File: src/rtl/cpu_run_ctrl_if.sv
// Host command port for the CPU run controller.
// Valid/ready handshake carrying an opcode and an argument.
interface cpu_run_ctrl_if #(
  parameter int PC_W = 32
);
  logic            CMD_valid;
  logic            CMD_ready;
  logic [2:0]      CMD_op;
  logic [PC_W-1:0] CMD_arg;

  modport master (
    output CMD_valid,
    output CMD_op,
    output CMD_arg,
    input  CMD_ready
  );

  modport slave (
    input  CMD_valid,
    input  CMD_op,
    input  CMD_arg,
    output CMD_ready
  );
endinterface

File: src/rtl/cpu_run_ctrl.sv
// Run/halt/step sequencer for the single-cycle CPU.
// Gates commit, loads start PC, stops on breakpoint/exception, counts.
module cpu_run_ctrl #(
  parameter int PC_W  = 32,
  parameter int CNT_W = 32
) (
  input  logic             SYS_clk,
  input  logic             SYS_reset,
  cpu_run_ctrl_if.slave    cmd,
  input  logic [PC_W-1:0]  CPU_pc,
  input  logic             CPU_exception,
  output logic             CPU_en,
  output logic             CPU_pc_load,
  output logic [PC_W-1:0]  CPU_pc_val,
  output logic [2:0]       CTRL_state,
  output logic             CTRL_bp_hit,
  output logic             CTRL_exc,
  output logic [CNT_W-1:0] CTRL_cycles,
  output logic [CNT_W-1:0] CTRL_retired
);

  typedef enum logic [2:0] {
    S_IDLE = 3'd0,
    S_RUN  = 3'd1,
    S_STEP = 3'd2,
    S_HALT = 3'd3,
    S_EXC  = 3'd4
  } state_e;

  localparam logic [2:0] OP_RUN    = 3'd1;
  localparam logic [2:0] OP_HALT   = 3'd2;
  localparam logic [2:0] OP_STEP   = 3'd3;
  localparam logic [2:0] OP_SETBP  = 3'd4;
  localparam logic [2:0] OP_CLRBP  = 3'd5;
  localparam logic [2:0] OP_LOADPC = 3'd6;

  localparam logic [CNT_W-1:0] CNT_MAX = '1;

  state_e           state_q, state_d;
  logic             bp_valid_q, bp_valid_d;
  logic [PC_W-1:0]  bp_addr_q, bp_addr_d;
  logic             skip_q, skip_d;
  logic             bp_hit_q, bp_hit_d;
  logic             exc_q, exc_d;
  logic [CNT_W-1:0] cycles_q, cycles_d;
  logic [CNT_W-1:0] retired_q, retired_d;
  logic             pc_load_q, pc_load_d;
  logic [PC_W-1:0]  pc_val_q, pc_val_d;

  logic cmd_ready;
  logic accept;
  logic bp_match;
  logic cpu_en;
  logic load_pc;

  logic op_run, op_halt, op_step;
  logic op_setbp, op_clrbp, op_loadpc;

  function automatic logic [CNT_W-1:0] sat_inc(
    input logic [CNT_W-1:0] v
  );
    return (v == CNT_MAX) ? v : v + 1'b1;
  endfunction

  // Handshake, breakpoint compare and zero-latency commit enable
  always_comb begin
    cmd_ready = SYS_reset & (state_q != S_STEP);
    accept    = cmd.CMD_valid & cmd_ready;
    bp_match  = bp_valid_q & (CPU_pc == bp_addr_q) & ~skip_q;
    cpu_en    = SYS_reset &
                (((state_q == S_RUN) & ~bp_match) |
                 (state_q == S_STEP));
  end

  // One-hot command decode of an accepted command
  always_comb begin
    op_run    = 1'b0;
    op_halt   = 1'b0;
    op_step   = 1'b0;
    op_setbp  = 1'b0;
    op_clrbp  = 1'b0;
    op_loadpc = 1'b0;
    if (accept) begin
      unique case (1'b1)
        (cmd.CMD_op == OP_RUN):    op_run    = 1'b1;
        (cmd.CMD_op == OP_HALT):   op_halt   = 1'b1;
        (cmd.CMD_op == OP_STEP):   op_step   = 1'b1;
        (cmd.CMD_op == OP_SETBP):  op_setbp  = 1'b1;
        (cmd.CMD_op == OP_CLRBP):  op_clrbp  = 1'b1;
        (cmd.CMD_op == OP_LOADPC): op_loadpc = 1'b1;
        default: ;
      endcase
    end
  end

  // Next-state, breakpoint, flag and counter logic
  always_comb begin
    state_d    = state_q;
    bp_valid_d = bp_valid_q;
    bp_addr_d  = bp_addr_q;
    skip_d     = skip_q;
    bp_hit_d   = bp_hit_q;
    exc_d      = exc_q;
    cycles_d   = cycles_q;
    retired_d  = retired_q;
    pc_load_d  = 1'b0;
    pc_val_d   = pc_val_q;
    load_pc    = 1'b0;

    if (cpu_en) begin
      cycles_d = sat_inc(cycles_q);
      skip_d   = 1'b0;
      if (!CPU_exception) begin
        retired_d = sat_inc(retired_q);
      end
    end

    if (op_setbp) begin
      bp_valid_d = 1'b1;
      bp_addr_d  = cmd.CMD_arg;
    end else if (op_clrbp) begin
      bp_valid_d = 1'b0;
    end

    unique case (state_q)
      S_IDLE, S_HALT: begin
        if (op_run) begin
          state_d  = S_RUN;
          skip_d   = 1'b1;
          bp_hit_d = 1'b0;
        end else if (op_step) begin
          state_d  = S_STEP;
          bp_hit_d = 1'b0;
        end else if (op_loadpc) begin
          load_pc = 1'b1;
        end
      end
      S_RUN: begin
        if (cpu_en && CPU_exception) begin
          state_d = S_EXC;
          exc_d   = 1'b1;
        end else if (bp_match) begin
          state_d  = S_HALT;
          bp_hit_d = 1'b1;
        end else if (op_halt) begin
          state_d = S_HALT;
        end
      end
      S_STEP: begin
        if (CPU_exception) begin
          state_d = S_EXC;
          exc_d   = 1'b1;
        end else begin
          state_d = S_HALT;
        end
      end
      S_EXC: begin
        if (op_loadpc) begin
          state_d = S_HALT;
          exc_d   = 1'b0;
          load_pc = 1'b1;
        end
      end
      default: state_d = S_IDLE;
    endcase

    if (load_pc) begin
      pc_load_d = 1'b1;
      pc_val_d  = cmd.CMD_arg;
      cycles_d  = '0;
      retired_d = '0;
    end
  end

  // State register with asynchronous active-low reset
  always_ff @(posedge SYS_clk or negedge SYS_reset) begin
    if (!SYS_reset) begin
      state_q    <= S_IDLE;
      bp_valid_q <= 1'b0;
      bp_addr_q  <= '0;
      skip_q     <= 1'b0;
      bp_hit_q   <= 1'b0;
      exc_q      <= 1'b0;
      cycles_q   <= '0;
      retired_q  <= '0;
      pc_load_q  <= 1'b0;
      pc_val_q   <= '0;
    end else begin
      state_q    <= state_d;
      bp_valid_q <= bp_valid_d;
      bp_addr_q  <= bp_addr_d;
      skip_q     <= skip_d;
      bp_hit_q   <= bp_hit_d;
      exc_q      <= exc_d;
      cycles_q   <= cycles_d;
      retired_q  <= retired_d;
      pc_load_q  <= pc_load_d;
      pc_val_q   <= pc_val_d;
    end
  end

  assign cmd.CMD_ready  = cmd_ready;
  assign CPU_en         = cpu_en;
  assign CPU_pc_load    = pc_load_q;
  assign CPU_pc_val     = pc_val_q;
  assign CTRL_state     = state_q;
  assign CTRL_bp_hit    = bp_hit_q;
  assign CTRL_exc       = exc_q;
  assign CTRL_cycles    = cycles_q;
  assign CTRL_retired   = retired_q;

endmodule

File: src/flat_wrapper.sv
// flat-port wrapper written by rule: the top's interface ports become plain ports
module cpu_run_ctrl_flat 
#(
  parameter int PC_W  = 32,
  parameter int CNT_W = 32
)
  (SYS_clk, SYS_reset, CPU_pc, CPU_exception, CPU_en, CPU_pc_load, CPU_pc_val, CTRL_state, CTRL_bp_hit, CTRL_exc, CTRL_cycles, CTRL_retired, cmd_CMD_valid, cmd_CMD_op, cmd_CMD_arg, cmd_CMD_ready);
  cpu_run_ctrl_if #(.PC_W(PC_W)) cmd_i ();
  input  logic SYS_clk;
  input  logic SYS_reset;
  input  logic [PC_W-1:0] CPU_pc;
  input  logic CPU_exception;
  output logic CPU_en;
  output logic CPU_pc_load;
  output logic [PC_W-1:0] CPU_pc_val;
  output logic [2:0] CTRL_state;
  output logic CTRL_bp_hit;
  output logic CTRL_exc;
  output logic [CNT_W-1:0] CTRL_cycles;
  output logic [CNT_W-1:0] CTRL_retired;
  input wire logic [$bits(cmd_i.CMD_valid)-1:0] cmd_CMD_valid;
  input wire logic [$bits(cmd_i.CMD_op)-1:0] cmd_CMD_op;
  input wire logic [$bits(cmd_i.CMD_arg)-1:0] cmd_CMD_arg;
  output wire logic [$bits(cmd_i.CMD_ready)-1:0] cmd_CMD_ready;
  assign cmd_i.CMD_valid = cmd_CMD_valid;
  assign cmd_i.CMD_op = cmd_CMD_op;
  assign cmd_i.CMD_arg = cmd_CMD_arg;
  assign cmd_CMD_ready = cmd_i.CMD_ready;
  cpu_run_ctrl #(.PC_W(PC_W), .CNT_W(CNT_W)) u_core (.SYS_clk(SYS_clk), .SYS_reset(SYS_reset), .cmd(cmd_i), .CPU_pc(CPU_pc), .CPU_exception(CPU_exception), .CPU_en(CPU_en), .CPU_pc_load(CPU_pc_load), .CPU_pc_val(CPU_pc_val), .CTRL_state(CTRL_state), .CTRL_bp_hit(CTRL_bp_hit), .CTRL_exc(CTRL_exc), .CTRL_cycles(CTRL_cycles), .CTRL_retired(CTRL_retired));
endmodule
File: config.mk
export PLATFORM = sky130hd
export DESIGN_NAME = cpu_run_ctrl_flat
export DESIGN_NICKNAME = d
export VERILOG_FILES = /design/src/rtl/cpu_run_ctrl_if.sv /design/src/rtl/cpu_run_ctrl.sv /design/src/flat_wrapper.sv
export SDC_FILE = /design/constraint.sdc
export NUM_CORES = 1
export LEC_CHECK = 0
export CAP_MARGIN = 20
export CORE_UTILIZATION = 54
export CTS_CLUSTER_DIAMETER = 30
export DETAILED_ROUTE_END_ITERATION = 7
export PLACE_DENSITY = 0.92
export SLEW_MARGIN = 15
export SYNTH_ARGS = -nofsm -noshare
export SYNTH_HDL_FRONTEND = slang
export SYNTH_SLANG_ARGS = --single-unit
File: constraint.sdc
create_clock -name SYS_clk -period 5.3 [get_ports SYS_clk]
set_input_delay 1.06 -clock SYS_clk [delete_from_list [all_inputs] [get_ports SYS_clk]]
set_output_delay 1.06 -clock SYS_clk [all_outputs]
set_load 0.01 [all_outputs]
==> metrics.md <==
| Metric | Value |
|---|---|
| Highest metal used | `met4` |
| Skew-Pair Late Insertion Delay | `around 0.43 ns` |
| Critical Path RT | `4.24 ns` |
| Power, Total | `roughly 3800 uW` |
| Post-CTS Setup Inserts | `0` |
| Core ar. | `~13,000 um2` |
| TritonCTS clock tree | `yes` |
| Leakage | `0.00406 uW` |
| Cells after synthesis | `761` |
| Gr ovfl total | `0` |
| Num CTS Buffers | `17` |
| Highest net fanout along the worst path | `5` |
| CTS Hold Bufs | `0` |
| Endpoints failing setup | `0` |
| Fraction of layout instances using a drive strength above 1 | `8.94%` |
| Maximum capacitance violations | `0` |
| Non-filler cells, final | `between 1,000 and 1,500` |
| Register area share after synthesis | `47.9%` |
| Final worst-path cycle share | `82.9%` |
| VDD IR max | `0.000296 V` |
| Placed insts | `1,069` |
| Register area | `3400 um2` |
| H-Tree Depth | `4` |
| Initial antenna violation count | `0` |
| DRT iter0 DRCs | `716` |
| Detailed Route WL | `~20 mm` |
| Vias/cell | `~6` |
| GRT Util Overall | `31.6%` |
| CTS root buffer | `clkbuf_16` |
| Clock transition at the registers of the reported paths | `0.06 ns` |
| Core Util, Final | `75.1%` |
| First-pass GRT wire length | `32.9 mm` |
| DRT met1 WL | `8.14 mm` |
| Hold crit path type | `flip-flop to flip-flop` |
| Final Critical Period | `4.39 ns` |
| # fillers | `908` |
| Avg Cell Area, Syn | `slightly above 9 um2` |
| WHS Path Cells | `1` |
| WP data arrival | `approximately 3.3 ns` |
| Largest cells by area after synthesis | `dfrtp_1 48%, nand2_1 7.8%, mux2_2 5.1%` |
| Critical Path Source Type | `input port` |
| Worst Skew | `0.00701 ns` |
| Synthesized flop and latch total | `136` |
| Finished Cell Area | `9550 um2` |
| Clk buf depth | `2` |
| Relative slew margins | `around a third` |
| Met2 Wirelength | `9.88 mm` |
| Post-synth top area share | `47.9%` |
| CP Capture Type | `primary output` |
| Die X | `117 um` |
| Die ar. | `13,600 um2` |
| Synth Net Count | `834` |
| Post-Synthesis Cell Area | `7110 um2` |
| Initial Util | `between 50% and 60%` |
| I/O Pins | `175` |
| Number of buffers added on ports | `174` |
| Max-slew violations | `0` |
| Fin. Hold Viols | `0` |
| GP Congestion | `about 0.86` |
| Most used DFF post-synth | `dfrtp_1` |
| Die height | `117 um` |
| Crit path kind | `input port to primary output` |
| Most numerous cell in the Yosys netlist | `nand2_1` |
| Nets | `989` |
| Multi-input gate area | `3500 um2` |
| Ys async rst share | `100%` |
| Slew @ Worst Pin | `0.986 ns` |
| Synth warn | `0` |
| Power density over the cells | `397 nW/um2` |
| Drt drc | `0` |
| Cell accounting for the most synthesized area | `dfrtp_1` |
| Status | `finished clean` |
| Vias in the first global route | `6,406` |
| Distinct cell type count after synthesis | `54` |
| # rows | `41` |
| Met3 wire len | `1.68 mm` |
| Clock sink count | `136` |
| Largest net degree at the start of global routing | `111` |
| RSZ-0062 raised after global routing | `no` |
| TritonRoute pass-1 iters | `5` |
| Placed Area | `around 9000 um2` |
| Vias | `6,693` |
| Remaining antenna violation count | `0` |
| Dpl hpwl | `13.4 mm` |
| WL per Instance | `18.3 um` |
| EDFF count, synth | `0` |
| Synth cell count leaders | `147 x nand2_1, 136 x dfrtp_1, 46 x nand4_1` |
| Area delta synth->final | `34.4%` |
| Post-cts sizing count | `0` |
| N_diodes | `0` |
| Cell count of the worst reg-to-reg path | `7` |
| Total Neg Setup Slack | `0 ns` |
| Max Clk Rate | `approximately 230 MHz` |
-- stage by stage --
step	hold WS, ns	worst slack (ns)
floorplan	0.450	1.58
global placement	0.457	0.866
detailed placement	0.462	0.814
CTS	0.479	0.822
global route	0.500	0.751
finish	0.478	0.908
-- cell usage in the layout (no fill, tap or decap), types with 4 or more instances in the layout --
master | Yosys | routed
clkdlybuf4s50_1 | 0 | 173
nand2_1 | 147 | 146
dfrtp_1 | 136 | 136
nand4_1 | 46 | 46
a21oi_1 | 34 | 34
mux2_2 | 32 | 32
xor2_1 | 30 | 30
o21ai_0 | 30 | 30
nand3_1 | 28 | 28
or3_1 | 22 | 22
nor2_1 | 21 | 20
nor3_1 | 20 | 20
or4_1 | 20 | 20
and3_1 | 19 | 19
clkbuf_16 | 0 | 17
o211ai_1 | 15 | 15
nor4_1 | 15 | 14
mux2i_1 | 13 | 13
nand2b_1 | 11 | 11
o31ai_1 | 10 | 10
inv_1 | 9 | 8
buf_4 | 1 | 8
o311ai_0 | 6 | 6
a31oi_1 | 4 | 4
and4_1 | 4 | 4
-- layer usage --
layer  vias to the layer above  global-route usage, %
li1                       3086                      -
met1                      3256                   40.4
met2                       317                   51.5
met3                        34                   8.25
met4                         0                   12.3
met5                         -                      0
-- sequential cells by signal, summed over array words and instances (netlist names) --
name                 count
u_core.CPU_pc_load       1
u_core.CPU_pc_val       32
u_core.CTRL_bp_hit       1
u_core.CTRL_cycles      32
u_core.CTRL_exc          1
u_core.CTRL_retired     32
u_core.CTRL_state        3
u_core.bp_addr_q        32
u_core.bp_valid_q        1
u_core.skip_q            1
-- worst paths after layout --
path | from | end | slack, ns
setup / recovery | CPU_pc[5] | CPU_en | 0.91
hold / removal | u_core.bp_valid_q$_DFFE_PN0P_ | u_core.bp_valid_q$_DFFE_PN0P_ | 0.48
setup reg to reg | u_core.bp_addr_q[5]$_DFFE_PN0P_ | u_core.CTRL_cycles[21]$_DFFE_PN0P_ | 2.28
hold reg to reg | u_core.bp_valid_q$_DFFE_PN0P_ | u_core.bp_valid_q$_DFFE_PN0P_ | 0.48
max in group asynchronous | SYS_reset | u_core.CPU_pc_val[26]$_DFFE_PN0N_ | 3.09
min in group asynchronous | SYS_reset | u_core.CTRL_exc$_DFFE_PN0P_ | 0.53
-- critical path, cell delays in order --
cell             delay [ns]
clkdlybuf4s50_1        0.41
xor2_1                 0.14
nor4_1                 0.54
nand4_1                0.30
nor4_2                 0.28
nor2_1                 0.10
clkdlybuf4s50_1        0.49
-- layout make-up --
cell class                 count  area share (%)
tap                          172            2.25
inverter                       9           0.354
clock inverter                 8            1.26
sequential                   136            35.6
timing repair buffer         182            18.9
multi-input combinational    570            36.6
clock buffer                  23            5.00
-- power by group --
part           internal (uW)  total [uW]  switching (uW)
clock                    772        1210             441
combinational            563        1070             510
sequential              1280        1510             233
total                   2610        3800            1180
-- cells by family after synthesis --
group	synth area share (%)
and+or+nand+nor	27.5
buffers and inverters	3.28
muxes	6.90
AOI/OAI and AO/OA	10.2
adders and majority gates	0.352
xor gates and xnor gates	3.94
DFF	47.9
Power figures use the tool's default switching activity.
